[config.mk]
export PLATFORM = sky130hd
export DESIGN_NAME = unidad_de_control_multiciclo
export DESIGN_NICKNAME = d
export VERILOG_FILES = /design/src/rtl/unidad_de_control_multiciclo.sv
export SDC_FILE = /design/constraint.sdc
export NUM_CORES = 1
export LEC_CHECK = 0
export ABC_AREA = 0
export CAP_MARGIN = 20
export CORE_UTILIZATION = 40
export CTS_CLUSTER_SIZE = 30
export DETAILED_ROUTE_END_ITERATION = 16
export GPL_TIMING_DRIVEN = 1
export PLACE_DENSITY_LB_ADDON = 0.1
export SYNTH_ARGS = -nofsm -noshare
export SYNTH_HDL_FRONTEND = slang
export SYNTH_SLANG_ARGS = --single-unit
[constraint.sdc]
create_clock -name Reloj -period 2.75 [get_ports Reloj]
set_input_delay 0.55 -clock Reloj [delete_from_list [all_inputs] [get_ports Reloj]]
set_output_delay 0.55 -clock Reloj [all_outputs]
set_load 0.01 [all_outputs]
[src/rtl/unidad_de_control_multiciclo.sv]
// Multi-cycle control unit: fetch/decode/execute/memory/writeback/halt FSM
// that latches the instruction, sequences datapath strobes and counts retires.
//
// Ports:
//   Reloj, Reiniciar       clock, synchronous active-high reset
//   Instruccion, MemListo  instruction word and memory ready handshake
//   Cero                   ALU zero flag, used to resolve BEQ
//   Control                one-hot state {DET,ESC,MEM,EJE,DEC,BUS}
//   LoadSelect             {SelDR,LdDR,SelAR,LdAR,SelPC[1:0],LdPC,LdIR,LdCR,WrSel,WrEn}
//   WriteAddress/ReadAddressA/ReadAddressB  Rd/Rf1/Rf2 of latched instruction
//   Fun, MemEscribe        ALU function, memory write request
//   Error, ContadorInstr   sticky illegal-opcode flag, saturating retire count
module unidad_de_control_multiciclo #(
    parameter int ANCHO_INSTR = 16,
    parameter int ANCHO_REG   = 3,
    parameter int ANCHO_OPC   = ANCHO_INSTR - 3*ANCHO_REG,
    parameter int ANCHO_CONT  = 8
) (
    input  logic                   Reloj,
    input  logic                   Reiniciar,
    input  logic [ANCHO_INSTR-1:0] Instruccion,
    input  logic                   MemListo,
    input  logic                   Cero,
    output logic [5:0]             Control,
    output logic [10:0]            LoadSelect,
    output logic [ANCHO_REG-1:0]   WriteAddress,
    output logic [ANCHO_REG-1:0]   ReadAddressA,
    output logic [ANCHO_REG-1:0]   ReadAddressB,
    output logic [3:0]             Fun,
    output logic                   MemEscribe,
    output logic                   Error,
    output logic [ANCHO_CONT-1:0]  ContadorInstr
);

    typedef enum logic [5:0] {
        BUSQUEDA   = 6'b000001,
        DECODIFICA = 6'b000010,
        EJECUTA    = 6'b000100,
        MEMORIA    = 6'b001000,
        ESCRITURA  = 6'b010000,
        DETENIDO   = 6'b100000
    } estado_t;

    localparam logic [ANCHO_OPC-1:0] OPC_LOAD  = ANCHO_OPC'(16);
    localparam logic [ANCHO_OPC-1:0] OPC_STORE = ANCHO_OPC'(17);
    localparam logic [ANCHO_OPC-1:0] OPC_BEQ   = ANCHO_OPC'(18);
    localparam logic [ANCHO_OPC-1:0] OPC_JMP   = ANCHO_OPC'(19);
    localparam logic [ANCHO_OPC-1:0] OPC_HALT  = '1;

    estado_t                estado_q, estado_d;
    logic [ANCHO_INSTR-1:0] instr_q, instr_d;
    logic                   error_q, error_d;
    logic [ANCHO_CONT-1:0]  cont_q, cont_d;
    logic                   retira;

    logic [ANCHO_OPC-1:0] opc;
    logic es_alu, es_load, es_store, es_beq, es_jmp, es_halt;

    assign opc      = instr_q[ANCHO_INSTR-1 -: ANCHO_OPC];
    assign es_alu   = (opc < ANCHO_OPC'(16));
    assign es_load  = (opc == OPC_LOAD);
    assign es_store = (opc == OPC_STORE);
    assign es_beq   = (opc == OPC_BEQ);
    assign es_jmp   = (opc == OPC_JMP);
    assign es_halt  = (opc == OPC_HALT);

    assign WriteAddress = instr_q[3*ANCHO_REG-1 -: ANCHO_REG];
    assign ReadAddressA = instr_q[2*ANCHO_REG-1 -: ANCHO_REG];
    assign ReadAddressB = instr_q[ANCHO_REG-1:0];

    // Memory ops use add for address calc, BEQ compares by subtraction
    assign Fun = es_alu ? opc[3:0] :
                 es_beq ? 4'b0001  : 4'b0000;

    assign Control       = estado_q;
    assign Error         = error_q;
    assign ContadorInstr = cont_q;

    // State register
    always_ff @(posedge Reloj) begin
        if (Reiniciar) begin
            estado_q <= BUSQUEDA;
            instr_q  <= '0;
            error_q  <= 1'b0;
            cont_q   <= '0;
        end else begin
            estado_q <= estado_d;
            instr_q  <= instr_d;
            error_q  <= error_d;
            cont_q   <= cont_d;
        end
    end

    // Next-state logic
    always_comb begin
        estado_d = estado_q;
        instr_d  = instr_q;
        error_d  = error_q;
        retira   = 1'b0;
        unique case (estado_q)
            BUSQUEDA: begin
                if (MemListo) begin
                    instr_d  = Instruccion;
                    estado_d = DECODIFICA;
                end
            end
            DECODIFICA: begin
                if (es_jmp) begin
                    estado_d = BUSQUEDA;
                    retira   = 1'b1;
                end else if (es_halt) begin
                    estado_d = DETENIDO;
                    retira   = 1'b1;
                end else if (es_alu || es_load || es_store || es_beq) begin
                    estado_d = EJECUTA;
                end else begin
                    error_d  = 1'b1;
                    estado_d = DETENIDO;
                end
            end
            EJECUTA: begin
                if (es_beq) begin
                    estado_d = BUSQUEDA;
                    retira   = 1'b1;
                end else if (es_load || es_store) begin
                    estado_d = MEMORIA;
                end else begin
                    estado_d = ESCRITURA;
                end
            end
            MEMORIA: begin
                if (MemListo) begin
                    if (es_store) begin
                        estado_d = BUSQUEDA;
                        retira   = 1'b1;
                    end else begin
                        estado_d = ESCRITURA;
                    end
                end
            end
            ESCRITURA: begin
                estado_d = BUSQUEDA;
                retira   = 1'b1;
            end
            DETENIDO: begin
                estado_d = DETENIDO;
            end
            default: begin
                estado_d = BUSQUEDA;
            end
        endcase
    end

    // Saturating retire counter
    always_comb begin
        cont_d = cont_q;
        if (retira && (cont_q != '1)) begin
            cont_d = cont_q + ANCHO_CONT'(1);
        end
    end

    // Strobe decode
    logic       sel_dr, ld_dr, sel_ar, ld_ar;
    logic [1:0] sel_pc;
    logic       ld_pc, ld_ir, ld_cr, wr_sel, wr_en, mem_we;

    always_comb begin
        sel_dr = 1'b0;
        ld_dr  = 1'b0;
        sel_ar = 1'b0;
        ld_ar  = 1'b0;
        sel_pc = 2'b00;
        ld_pc  = 1'b0;
        ld_ir  = 1'b0;
        ld_cr  = 1'b0;
        wr_sel = 1'b0;
        wr_en  = 1'b0;
        mem_we = 1'b0;
        unique case (estado_q)
            BUSQUEDA: begin
                if (MemListo) begin
                    ld_ir = 1'b1;
                    ld_pc = 1'b1;
                end
            end
            DECODIFICA: begin
                if (es_jmp) begin
                    ld_pc  = 1'b1;
                    sel_pc = 2'b10;
                end
            end
            EJECUTA: begin
                if (es_beq) begin
                    if (Cero) begin
                        ld_pc  = 1'b1;
                        sel_pc = 2'b01;
                    end
                end else if (es_load || es_store) begin
                    ld_ar = 1'b1;
                end else begin
                    ld_dr = 1'b1;
                    ld_cr = 1'b1;
                end
            end
            MEMORIA: begin
                if (es_store) begin
                    mem_we = 1'b1;
                end else if (MemListo) begin
                    ld_dr  = 1'b1;
                    sel_dr = 1'b1;
                end
            end
            ESCRITURA: begin
                wr_en = 1'b1;
            end
            default: begin
            end
        endcase
    end

    assign LoadSelect = {sel_dr, ld_dr, sel_ar, ld_ar, sel_pc,
                         ld_pc, ld_ir, ld_cr, wr_sel, wr_en};
    assign MemEscribe = mem_we;

endmodule

==> results_dict.tcl <==
set metrics [dict create \
    postRouteAntennaNets 0 \
    grt_max_degree 20 \
    layout_min_cycle_time_ns 2.639 \
    viasPerCell 5.207 \
    clock_sinks 31 \
    r2r-end "ContadorInstr[7]" \
    fin_setup_tns_ns 0 \
    firstDrtPassIters 4 \
    post_drt_wl_per_cell_um 13.05 \
    nets 293 \
    fillCellCount 407 \
    cts_hold_buf 0 \
    cts.reportedPaths.clkPinSlew_ns 0.06 \
    grt_pass1_wl_um 6693 \
    die_area_um2 4625 \
    cp.buffers_inverters 2 \
    synth_edf_count 0 \
    critPathTopFamily "buffers and inverters" \
    drtIter0Drc 60 \
    clk_latency_ns 0.28 \
    ff2ff_setup_slack_ns 0.34 \
    skew_ns 0.002850 \
    cp-start-kind "flip-flop" \
    synth_area_per_cell_um2 7.959 \
    worstSetupPathType "reg -> out" \
    r2r_cells 7 \
    area_growth_pct 38.26 \
    wl_um 4215 \
    cts_max_level 2 \
    grt_pass1_vias 1424 \
    status "complete, no violations" \
    start_util 0.4265 \
    slowest_stage "or4_4" \
    grt_use_total 0.1929 \
    crit_fanout 5 \
    final-setup-viol-count 0 \
    drc 0 \
    antenna_found_initial 0 \
    fmax_mhz 378.9 \
    slew_viol_final 0 \
    synth_cells 219 \
    overflow 0 \
    fin_crit_sh 0.9597 \
    gp_congestion 0.8064 \
    cpPeakStageDelay_ns 0.57 \
    yosysSeqAreaShare 0.3561 \
    die_w_um 68.01 \
    drive_gt1_frac 0.1282 \
    leakage_nw 0.8963 \
    syn_area_um2 1743 \
    fin_cells 323 \
    die_y_um 68.01 \
    crit_path_end "Fun[0]" \
    startpoint "instr_q[15]" \
    vias 1682 \
    ys_seq_elements 31 \
    path_depth 4 \
    row_count 23 \
    core_area_um2 4086 \
    timing_hold_violations_final 0 \
    antenna_cells 0 \
    dpl.hpwl_um 3056 \
    num_io_pins 60 \
    power_mw 1.077 \
    cts-buffers-inserted 5 \
    crit_required_ns 2.20 \
    ys_warn_count 0 \
    slew-limit-headroom 0.5259 \
    worstPathCellList "or4_4, buf_4, o21ai_0, clkdlybuf4s50_1" \
    worstMarginPinSlew_ns 0.7089 \
    cap_violations 0 \
    hold_class "reg -> reg" \
    critPathCaptureType "output port" \
    synth.distinct_cells 46 \
    cts_tree "yes" \
    cts_root_buf "clkbuf_8" \
    port_buffers 57 \
    crit_arrival_ns 2.09 \
    r2r_start "instr_q[15]" \
    synth_flop_cell "dfxtp_1" \
    async_flop_share 0 \
    powerDensity_nw_per_um2 446.8 \
    cts_max_path_buffers 2 \
    vdd_drop_max_mv 0.2601 \
    place_inst 313 \
]
[per-stage QoR]
step                      instance area [µm²]    util  setup WS, ns  hold slack (ns)
after floorplan                          1747       -        0.3563           0.4367
after global placement                   2300  0.5628      -0.03691           0.4437
after detailed placement                 2300  0.5628      -0.05736           0.4465
after CTS                                2387  0.5842      0.008727           0.4558
after global routing                     2410  0.5897      -0.01160           0.4783
final                                    2410  0.5897        0.1109           0.4523
[power by group]
group	internal [mW]	switching, mW	leakage, nW	total (mW)
registers	0.472	0.0232	0.252	0.495
logic	0.124	0.114	0.602	0.238
clock network	0.177	0.166	0.0422	0.344
total	0.773	0.304	0.896	1.08
[flip-flops by register name, indices dropped and copies added (netlist names)]
signal	cells
Control	6
Error	1
ContadorInstr	8
instr_q	16
[cells in the final DEF (no fill, tap or decap), drive strengths merged, types with 5 or more instances in the layout]
master,Yosys,routed
a21oi,24,24
clkdlybuf4s50,0,51
dlygate4sd2,0,6
or4,6,6
o31ai,5,5
nor2,14,14
nor4,5,5
clkbuf,8,8
nand2,38,38
nor3,9,9
buf,21,16
dfxtp,31,31
[how the worst min path moves through the flow]
stage	depth (start not counted)	from	to
floorplan	2	instr_q[0]	instr_q[0]
global placement	2	instr_q[0]	instr_q[0]
detailed placement	2	instr_q[7]	instr_q[7]
CTS	2	instr_q[7]	instr_q[7]
global route	2	instr_q[7]	instr_q[7]
finish	2	instr_q[7]	instr_q[7]
[kinds of logic after synthesis]
kind of cell / after synthesis / synth area share
compound gates: 44 / 0.1680
xor+xnor: 3 / 0.01508
fa+ha+maj: 1 / 0.007178
buf+inv: 32 / 0.1170
flops: 31 / 0.3561
mux: 2 / 0.01292
other cells: 1 / 0.002152
simple gates: 105 / 0.3216
[synth_stat cells, types with 2 or more instances]
library cell / instances / area (µm²)
or3_1: 2 / 12.51
and4_1: 2 / 17.52
nand2b_1: 3 / 18.77
a21oi_1: 24 / 120.1
inv_1: 2 / 7.510
nor4_1: 4 / 25.02
nand3_1: 4 / 20.02
o21ai_0: 4 / 20.02
o211ai_1: 2 / 15.01
or4_1: 4 / 30.03
nor3_1: 9 / 45.04
nand2_1: 38 / 142.6
nand4_1: 4 / 25.02
nor2_1: 14 / 52.55
o21bai_1: 2 / 15.01
dfxtp_1: 31 / 620.6
o31ai_1: 5 / 37.54
buf_4: 18 / 135.1
nor2b_1: 4 / 25.02
and3_1: 2 / 12.51
and2_1: 4 / 25.02
buf_6: 2 / 22.52
nor4b_1: 2 / 17.52
or4_4: 2 / 22.52
clkbuf_1: 8 / 30.03
nand3b_1: 2 / 15.01
xor2_1: 2 / 17.52
[worst min-delay path, delay by kind of cell, from the launching register on]
kind             cells  cell delay (ns)
AO/OA/AOI/OAI        1             0.05
AND/OR/NAND/NOR      1             0.05
flip-flops           1             0.31
[metal layers]
metal / track usage / routed length, µm
met1: 0.2611 / 2063
met2: 0.2855 / 1878
met3: 0.05333 / 200
met4: 0.07813 / 73
met5: 0 / 0
[timing repair]
action,CTS,global route
buffers inserted,1,0
resized for setup,7,3
pin swaps,1,0
hold endpoints to repair,0,0
setup endpoints to repair,7,2
[final cells by class]
| class | count | area (µm²) | area share |
|---|---|---|---|
| inverter | 3 | 11.26 | 0.004673 |
| clock inverter | 1 | 5.005 | 0.002077 |
| multi-input combinational | 157 | 943.4 | 0.3915 |
| sequential | 31 | 620.6 | 0.2575 |
| tap | 50 | 62.56 | 0.02596 |
| clock buffer | 7 | 76.32 | 0.03167 |
| timing repair buffer | 74 | 690.7 | 0.2866 |
Power figures use the tool's default switching activity.
